==> src/rtl/traffic_pkg.sv <==
// Shared traffic-light constants: display segment patterns, default phase lengths,
// the countdown state type and a binary-to-two-digit splitter.
package traffic_pkg;

  localparam int unsigned TX_SEC        = 30;
  localparam int unsigned TY_SEC        = 15;
  localparam int unsigned TICKS_PER_SEC = 10;

  localparam logic [6:0] SEG_BLANK = 7'h00;

  // Segment order {g,f,e,d,c,b,a}, active-high.
  localparam logic [6:0] SEG_DIGIT [10] = '{
    7'h3F, 7'h06, 7'h5B, 7'h4F, 7'h66, 7'h6D, 7'h7D, 7'h07, 7'h7F, 7'h6F
  };

  typedef enum logic {
    StIdle,
    StCount
  } cd_state_e;

  typedef struct packed {
    logic [3:0] tens;
    logic [3:0] ones;
  } digits_t;

  // Restoring compare-and-subtract on the tens weights 80/40/20/10; valid for 0..99.
  function automatic digits_t bcd_split(input logic [6:0] value);
    logic [6:0] rest;
    digits_t    d;
    rest   = value;
    d.tens = 4'd0;
    if (rest >= 7'd80) begin
      rest      = rest - 7'd80;
      d.tens[3] = 1'b1;
    end
    if (rest >= 7'd40) begin
      rest      = rest - 7'd40;
      d.tens[2] = 1'b1;
    end
    if (rest >= 7'd20) begin
      rest      = rest - 7'd20;
      d.tens[1] = 1'b1;
    end
    if (rest >= 7'd10) begin
      rest      = rest - 7'd10;
      d.tens[0] = 1'b1;
    end
    d.ones = 4'(rest);
    return d;
  endfunction

endpackage

==> src/rtl/bcd_to_seg7.sv <==
// Combinational BCD to 7-segment decoder with a blank override.
// Non-decimal codes decode to a dark digit.
module bcd_to_seg7 (
  input  logic [3:0] bcd,
  input  logic       blank,
  output logic [6:0] seg
);
  import traffic_pkg::*;

  always_comb begin
    seg = SEG_BLANK;
    if (!blank && (bcd <= 4'd9)) begin
      seg = SEG_DIGIT[bcd];
    end
  end

endmodule

==> src/rtl/countdown_seg_driver.sv <==
// Phase countdown for the light controller with a two-digit multiplexed display.
// Define COUNTDOWN_BLINK_EN to blink the display during the last five seconds.
module countdown_seg_driver #(
  parameter int unsigned TX            = traffic_pkg::TX_SEC,
  parameter int unsigned TY            = traffic_pkg::TY_SEC,
  parameter int unsigned TICKS_PER_SEC = traffic_pkg::TICKS_PER_SEC,
  parameter int unsigned SCAN_DIV      = 4
) (
  input  logic       clk,
  input  logic       rst,
  input  logic       seg_signal,
  output logic [6:0] remaining,
  output logic       busy,
  output logic [6:0] seg,
  output logic [1:0] an
);
  import traffic_pkg::*;

  localparam int unsigned SubW  = $clog2(TICKS_PER_SEC);
  localparam int unsigned ScanW = (SCAN_DIV > 1) ? $clog2(SCAN_DIV) : 1;

  localparam logic [SubW-1:0]  SubLast  = SubW'(TICKS_PER_SEC - 1);
  localparam logic [ScanW-1:0] ScanLast = ScanW'(SCAN_DIV - 1);
  localparam logic [6:0]       LoadX    = 7'(TX);
  localparam logic [6:0]       LoadY    = 7'(TY);

  logic             seg_q;
  logic [6:0]       rem_q;
  logic [SubW-1:0]  sub_q;
  logic [ScanW-1:0] scan_q, scan_d;
  logic [1:0]       an_q, an_d;
  logic [6:0]       seg_out_q, seg_d;
  logic             rise, fall;
  cd_state_e        state;
  digits_t          digits;
  logic [3:0]       dec_bcd;
  logic             dec_blank;

  assign rise  = seg_signal & ~seg_q;
  assign fall  = ~seg_signal & seg_q;
  assign state = (rem_q == 7'd0) ? StIdle : StCount;

  // Countdown state: a fresh edge always wins over the running count.
  always_ff @(posedge clk) begin
    if (rst) begin
      seg_q <= 1'b0;
      rem_q <= 7'd0;
      sub_q <= '0;
    end else begin
      seg_q <= seg_signal;
      if (rise) begin
        rem_q <= LoadX;
        sub_q <= '0;
      end else if (fall) begin
        rem_q <= LoadY;
        sub_q <= '0;
      end else begin
        unique case (state)
          StCount: begin
            if (sub_q == SubLast) begin
              sub_q <= '0;
              rem_q <= rem_q - 7'd1;
            end else begin
              sub_q <= sub_q + SubW'(1);
            end
          end
          StIdle: begin
            rem_q <= 7'd0;
            sub_q <= '0;
          end
        endcase
      end
    end
  end

  // an_q==0 only right after reset; the first selection is the ones digit.
  always_comb begin
    an_d   = an_q;
    scan_d = scan_q;
    if (an_q == 2'b00) begin
      an_d   = 2'b01;
      scan_d = '0;
    end else if (scan_q == ScanLast) begin
      an_d   = ~an_q;
      scan_d = '0;
    end else begin
      scan_d = scan_q + ScanW'(1);
    end
  end

  // Decode for the digit selected next cycle so seg and an stay aligned.
  always_comb begin
    digits    = bcd_split(rem_q);
    dec_bcd   = an_d[1] ? digits.tens : digits.ones;
    dec_blank = an_d[1] && (digits.tens == 4'd0);
`ifdef COUNTDOWN_BLINK_EN
    if ((rem_q >= 7'd1) && (rem_q <= 7'd5) && (sub_q >= SubW'(TICKS_PER_SEC / 2))) begin
      dec_blank = 1'b1;
    end
`endif
  end

  bcd_to_seg7 u_bcd_to_seg7 (
    .bcd   (dec_bcd),
    .blank (dec_blank),
    .seg   (seg_d)
  );

  always_ff @(posedge clk) begin
    if (rst) begin
      an_q      <= 2'b00;
      scan_q    <= '0;
      seg_out_q <= SEG_BLANK;
    end else begin
      an_q      <= an_d;
      scan_q    <= scan_d;
      seg_out_q <= seg_d;
    end
  end

  assign remaining = rem_q;
  assign busy      = (rem_q != 7'd0);
  assign seg       = seg_out_q;
  assign an        = an_q;

endmodule

==> config.mk <==
export PLATFORM = sky130hd
export DESIGN_NAME = countdown_seg_driver
export DESIGN_NICKNAME = d
export VERILOG_FILES = /design/src/rtl/traffic_pkg.sv /design/src/rtl/bcd_to_seg7.sv /design/src/rtl/countdown_seg_driver.sv
export SDC_FILE = /design/constraint.sdc
export NUM_CORES = 1
export LEC_CHECK = 0
export BUFFER_PORTS_ARGS = -buffer_cell sky130_fd_sc_hd__buf_4
export CORE_ASPECT_RATIO = 1.75
export CORE_UTILIZATION = 40
export CTS_CLUSTER_DIAMETER = 60
export DETAILED_ROUTE_END_ITERATION = 8
export PLACE_DENSITY = 0.57
export REMOVE_ABC_BUFFERS = 1
export SETUP_SLACK_MARGIN = 0.5
export SLEW_MARGIN = 40
export SYNTH_ARGS = -nofsm -noshare
export SYNTH_HDL_FRONTEND = slang
export SYNTH_SLANG_ARGS = --single-unit
==> constraint.sdc <==
create_clock -name clk -period 5.6 [get_ports clk]
set_clock_uncertainty 0.05 [all_clocks]
set_input_delay 0.84 -clock clk [delete_from_list [all_inputs] [get_ports clk]]
set_output_delay 0.84 -clock clk [all_outputs]
set_load 0.01 [all_outputs]
-- Word level (Yosys, flattened, before mapping)
Memories as Yosys holds them, arrays and structs flattened. A register that Yosys moved wholly into a read port is not among the register bits.
Index checks and enable logic that the tools add are counted.
- add/subtract/negate cells: 7
- $mul: 0
- div/mod/pow operators: 0
- order comparisons: 5
- equal/unequal tests: 5
- shifts and indexed selects: 0
- muxes and demuxes: 18
- bitwise logic cells: 7
- reductions and logical operators: 12
- operators by type and width (operator ; count):
    two-way mux 7 bit ; 4
    one-hot mux 7 bit (2 select lines) ; 1
    two-way mux 4 bit ; 3
    two-way mux 5 bit ; 2
    one-hot mux 4 bit (2 select lines) ; 1
    greater-or-equal comparator 7 x 4 -> 1 bit (second input constant) ; 1
    greater-or-equal comparator 7 x 5 -> 1 bit (second input constant) ; 1
    greater-or-equal comparator 7 x 6 -> 1 bit (second input constant) ; 1
    greater-or-equal comparator 7 bit (second input constant) ; 1
    logical NOT 7 bit ; 1
    nonzero test 7 bit ; 1
    subtractor 7 x 1 -> 7 bit (second input constant) ; 1
    subtractor 7 x 5 -> 7 bit (second input constant) ; 1
    subtractor 7 x 6 -> 7 bit (second input constant) ; 1
    subtractor 7 bit (second input constant) ; 1
    OR reduction 3 bit ; 2
    two-way mux 1 bit ; 5
    inverter 4 -> 5 bit ; 1
    adder 4 x 1 -> 4 bit (second input constant) ; 1
    equality test 4 bit (second input constant) ; 1
    less-or-equal comparator 4 bit (second input constant) ; 1
    logical NOT 4 bit ; 1
    two-way mux 2 bit ; 2
    != test 4 x 3 -> 1 bit (second input constant) ; 1
    13 further kinds ; 18
- register bits: 16
- bits in latches: 0
- bits in writable memories: 0
- memory bits (read-only): 112
- memories: 1
- memories (memory ; words ; bits a word ; read ports ; clocked after memory_dff ; write ports ; RTL line ; RTL):
    (no name shown) ; 16 ; 7 ; 1 ; 1 ; 0 ; bcd_to_seg7.sv:13 ; seg = SEG_DIGIT[bcd];

-- Longest topological paths before layout
- word-level depth: 14
- depth in mapped cells: 23
- gate-level depth less buffers: 22

-- Modules after synthesis
Synthesis repeated with hierarchy kept, for this count alone.
- cells, all modules: 215
- area, all modules: 1686.6 um^2
- modules (own cells, without submodules) (module ; instances ; cells each ; area an instance (um^2)):
    countdown_seg_driver ; 1 ; 184 ; 1456.4
    bcd_to_seg7 ; 1 ; 31 ; 230.2

-- Worst setup path after synthesis
No wires, ideal clock.
- kind: reg-to-reg
- start: register rem_q[5] (netlist: remaining[5])
- end: register seg_out_q[2] (netlist: seg[2])
- arrival time: 4484 ps
- required time: 5406 ps
- setup slack: 921 ps
- cell stages (with the launch flop): 23
- path buffers: 1
- period minus slack after synthesis: 4679 ps
- path through: dfxtp_1 > buf_4 > inv_1 > ha_1 > ha_1 > and2_1 > nor4_4 > o21ai_0 > xor2_1 > inv_1 > ha_1 > nand3_1 > mux2_4 > a311oi_4 > xnor2_1 > nor2_1 > nor2_1 > inv_1 > ha_1 > or2_2 > a31oi_1 > a311o_1 > a41oi_1
- cells in the longest elaborated chain, start to end: 14
- RTL lines (element ; RTL line ; RTL):
    from (decl) ; countdown_seg_driver.sv:28 ; logic [6:0] rem_q;
    from (signal assigned) ; countdown_seg_driver.sv:52 ; rem_q <= LoadX;
    from (signal assigned) ; countdown_seg_driver.sv:55 ; rem_q <= LoadY;
    from (signal assigned) ; countdown_seg_driver.sv:62 ; rem_q <= rem_q - 7'd1;
    branches (longest 14 deep; another with subtractor 7 bit) ; -- ;
    to (decl) ; countdown_seg_driver.sv:32 ; logic [6:0] seg_out_q, seg_d;
Several ways; the timed one is not identified.
A chain may end at the register's enable or synchronous reset.

-- Worst setup path after layout
- start: register rem_q[4] (netlist: remaining[4])
- end: register seg_out_q[2] (netlist: seg[2])
Same word-level chain as after synthesis.

==> run_results.csv <==
group,metric,value,unit
status,status,"complete, no violations",
finish,n_antenna_cell,0,
cts,insertion_delay,260,ps
timing,fin_crit,4740,ps
grt,antenna_found_initial,0,
power_and_ir_drop,powerDensity,360,nW/um^2
timing,post-route-period-util,0.847,
worst_setup_path,critPathBufInv,3,
power_and_ir_drop,p_clk_frac,0.149,
synth,ys_ff_latch,23,
die,start_util,0.417,
synth,yosysMostFrequentCell,"nor2_1",
min_path,hp-start,"scan_q[0]",
power_and_ir_drop,pwr-share-seq,0.326,
power_and_ir_drop,power.leakage,0.000810,uW
timing,slew-limit-headroom,0.517,
drt,drt_iter0_markers,34,
cts,cts.sinks,23,
timing,grt_setup_unrepaired,"no",
drt,via_per_inst,5.63,
grt,grt_max_degree,20,
die,fp.dieH,88.6,um
run,maxCapViolCount,0,
die,fp.coreArea,4110,um^2
worst_setup_path,reg2reg_depth,22,
synth,ys_types,51,
worst_setup_path,worst_path_most_repeated_cell,"ha_1",
cts,cts_hold_buf,0,
cts,post_cts_buffers,0,
die,ioPinCount,20,
power_and_ir_drop,ir_worst_vdd,0.000173,V
synth,netlist_top_cells_count,"29 x nor2_1, 23 x dfxtp_1, 18 x inv_1",
synth,syn-cell-area,1710,um^2
worst_setup_path,path_class,"reg -> reg",
grt,busiest_layer,"met2",
grt,grt-ovfl-total,0,
drt,drc,0,
synth,yosys-top-cells-area,"dfxtp_1 27%, ha_1 12%, nor2_1 6.4%",
place,globalplace.congestion,0.890,
synth,seq_area_frac_synth,0.269,
synth,yosys_most_used_dff,"dfxtp_1",
drt,routedWlPerCell,14.6,um
cts,cts_made_buffers,3,
worst_setup_path,rr_endpoint,"seg[2]",
finish,final_core_util,0.471,
drt,wirelength,4040,um
power_and_ir_drop,p_int,410,uW
synth,avgSynthCellArea,8.20,um^2
power_and_ir_drop,power.share.switching,0.412,
worst_setup_path,end_kind,"register",
timing,finalSetupTns,0,ps
worst_setup_path,cp_max_fo,7,
die,placementRows,31,
grt,grt_pass1_wl,6930,um
finish,nets,247,
cts,cts_root_buf,"clkbuf_8",
die,dieArea,4560,um^2
worst_setup_path,r2r_start,"remaining[4]",
min_path,hold_path_class,"reg -> reg",
timing,finalMaxSlewViolations,0,
worst_setup_path,crit_path_start_kind,"register",
grt,use_met1,0.198,
place,dp_hpwl,3170,um
cts,cts_buffer_depth,2,
timing,fmax,211,MHz
grt,grt_pass1_vias,1571,
timing,final_hold_viol_count,0,
min_path,whs_path_depth,1,
worst_setup_path,path_delay_family,"compound AO/OA/AOI/OAI gates",
place,io_buffer_count,19,
die,die_width,51.5,um
worst_setup_path,regToRegSetupSlack,860,ps
worst_setup_path,cpPeakStageDelay,420,ps
timing,tightest_slew,720,ps
synth,synth_top_area_cell,"dfxtp_1",
drt,ant_nets,0,
finish,drive_gt1_frac,0.163,
worst_setup_path,critPathSlowestCell,"a311oi_4",
worst_setup_path,worst-endpoint-arrival,4820,ps
min_path,holdPathEnd,"scan_q[0]",
power_and_ir_drop,switchingPower,288,uW
grt,gr-usage-met3,0.0155,
drt,dr.pass1.iters,4,
grt,grt_util_all_layers,0.199,
synth,synthArstFlopShare,0,
synth,yosys_warnings,0,
cts,clk_pin_slew,80,ps
timing,setup_viol,0,
cts,cts_tree,"yes",
cts,htreeDepth,1,
worst_setup_path,path_cells,"inv_1 -> ha_1 -> ha_1 -> nand3b_1 -> a21oi_1 -> nor3_1 -> o21ai_1 -> xor2_1 -> inv_1 -> ha_1 -> nand3_1 -> mux2_4 -> a311oi_4 -> xnor2_1 -> nor2_1 -> nor2_2 -> inv_1 -> ha_1 -> or2_2 -> a31oi_1 -> a311o_2 -> a41oi_1",
grt,grt_use_met2,0.390,
synth,synth.top_cell.area_share,0.269,
drt,num_vias,1555,
worst_setup_path,critPathRequiredTime,5680,ps
synth,synth-edff-count,0,
power_and_ir_drop,comb_power_share,0.525,
synth,netlist_instances,209,
finish,area_growth,13.1,%
[sequential cells by signal, summed over array words and instances (netlist names)]
signal,count
seg_q,1
scan_q,2
an,2
remaining,7
seg,7
sub_q,4
[area by class of cell]
| type | count | area, um^2 |
|---|---|---|
| Multi-Input combinational cell | 160 | 1140 |
| Fill cell | 450 | 2170 |
| Sequential cell | 23 | 460 |
| Timing Repair Buffer | 22 | 165 |
| Inverter | 18 | 67.6 |
| Clock buffer | 3 | 41.3 |
| Tap cell | 49 | 61.3 |
| Clock inverter | 1 | 5.00 |
[worst max-delay path by stage]
| stage | endpoint | slack, ps | start | cells after the start |
|---|---|---|---|---|
| floorplan | seg[3] | 780 | remaining[4] | 22 |
| global placement | seg[2] | 770 | remaining[4] | 21 |
| finish | seg[2] | 860 | remaining[4] | 22 |
| global route | seg[5] | 490 | remaining[4] | 22 |
| detailed placement | seg[2] | 640 | remaining[4] | 22 |
| CTS | seg[2] | 620 | remaining[4] | 22 |
[layer usage]
| metal | part of all wire | vias up |
|---|---|---|
| met5 | 0 | - |
| met4 | 0.042 | 0 |
| met2 | 0.55 | 25 |
| met3 | 0.014 | 14 |
| met1 | 0.39 | 734 |
| li1 | - | 782 |
[worst register-to-register path: stages (launching register included)]
cell      delay, ps
dfxtp_1         330
inv_1           100
ha_1            230
ha_1            360
nand3b_1        210
a21oi_1         260
nor3_1           80
o21ai_1         250
xor2_1          120
inv_1            80
ha_1            270
nand3_1         110
mux2_4          300
a311oi_4        420
xnor2_1         170
nor2_1           70
nor2_2          190
inv_1           100
ha_1            200
or2_2           290
a31oi_1         140
a311o_2         230
a41oi_1          60
[kinds of logic (layout without fill, tap and decap cells)]
group / after synthesis / after routing / share of synthesized area
AOI/OAI and AO/OA: 55 / 55 / 0.234
xor gates and xnor gates: 9 / 9 / 0.0460
adders and majority gates: 16 / 16 / 0.117
buffers and inverters: 26 / 44 / 0.0701
DFF: 23 / 23 / 0.269
muxes: 2 / 2 / 0.0146
and+or+nand+nor: 78 / 78 / 0.249
[power groups by stage]
stage	clock [uW]	sequential, uW	combinational, uW
after floorplan	0	244	234
after global placement	0	232	364
after detailed placement	0	232	363
after CTS	106	229	364
after global routing	113	233	408
final	104	228	366
[cell usage in the layout, fill, tap and decap left out, drive strengths merged, types with 5 or more instances in the layout]
master	Yosys	layout
nor2	29	29
dfxtp	23	23
buf	7	22
inv	18	18
ha	16	16
a21oi	15	15
o21ai	12	12
nand2	10	10
nand2b	6	6
a211oi	6	6
nor3	6	6
xnor2	6	6
a31oi	5	5
[metrics by stage]
stage	setup slack [ps]	total power [uW]	cells	cell area, um^2	hold WS, ps
2_1_floorplan	781	477	201	1660	354
3_3_place_gp	770	596	272	1890	371
3_5_place_dp	637	594	272	1890	376
4_1_cts	615	699	276	1930	388
5_1_grt	494	754	276	1940	410
6_report	856	698	276	1940	392
[what timing repair did]
item	4_1_cts	5_1_grt
endpoints found under the hold margin	0	0
endpoints found under the setup margin	0	7
resized for setup	0	3
(Power assumes the default switching activity.)
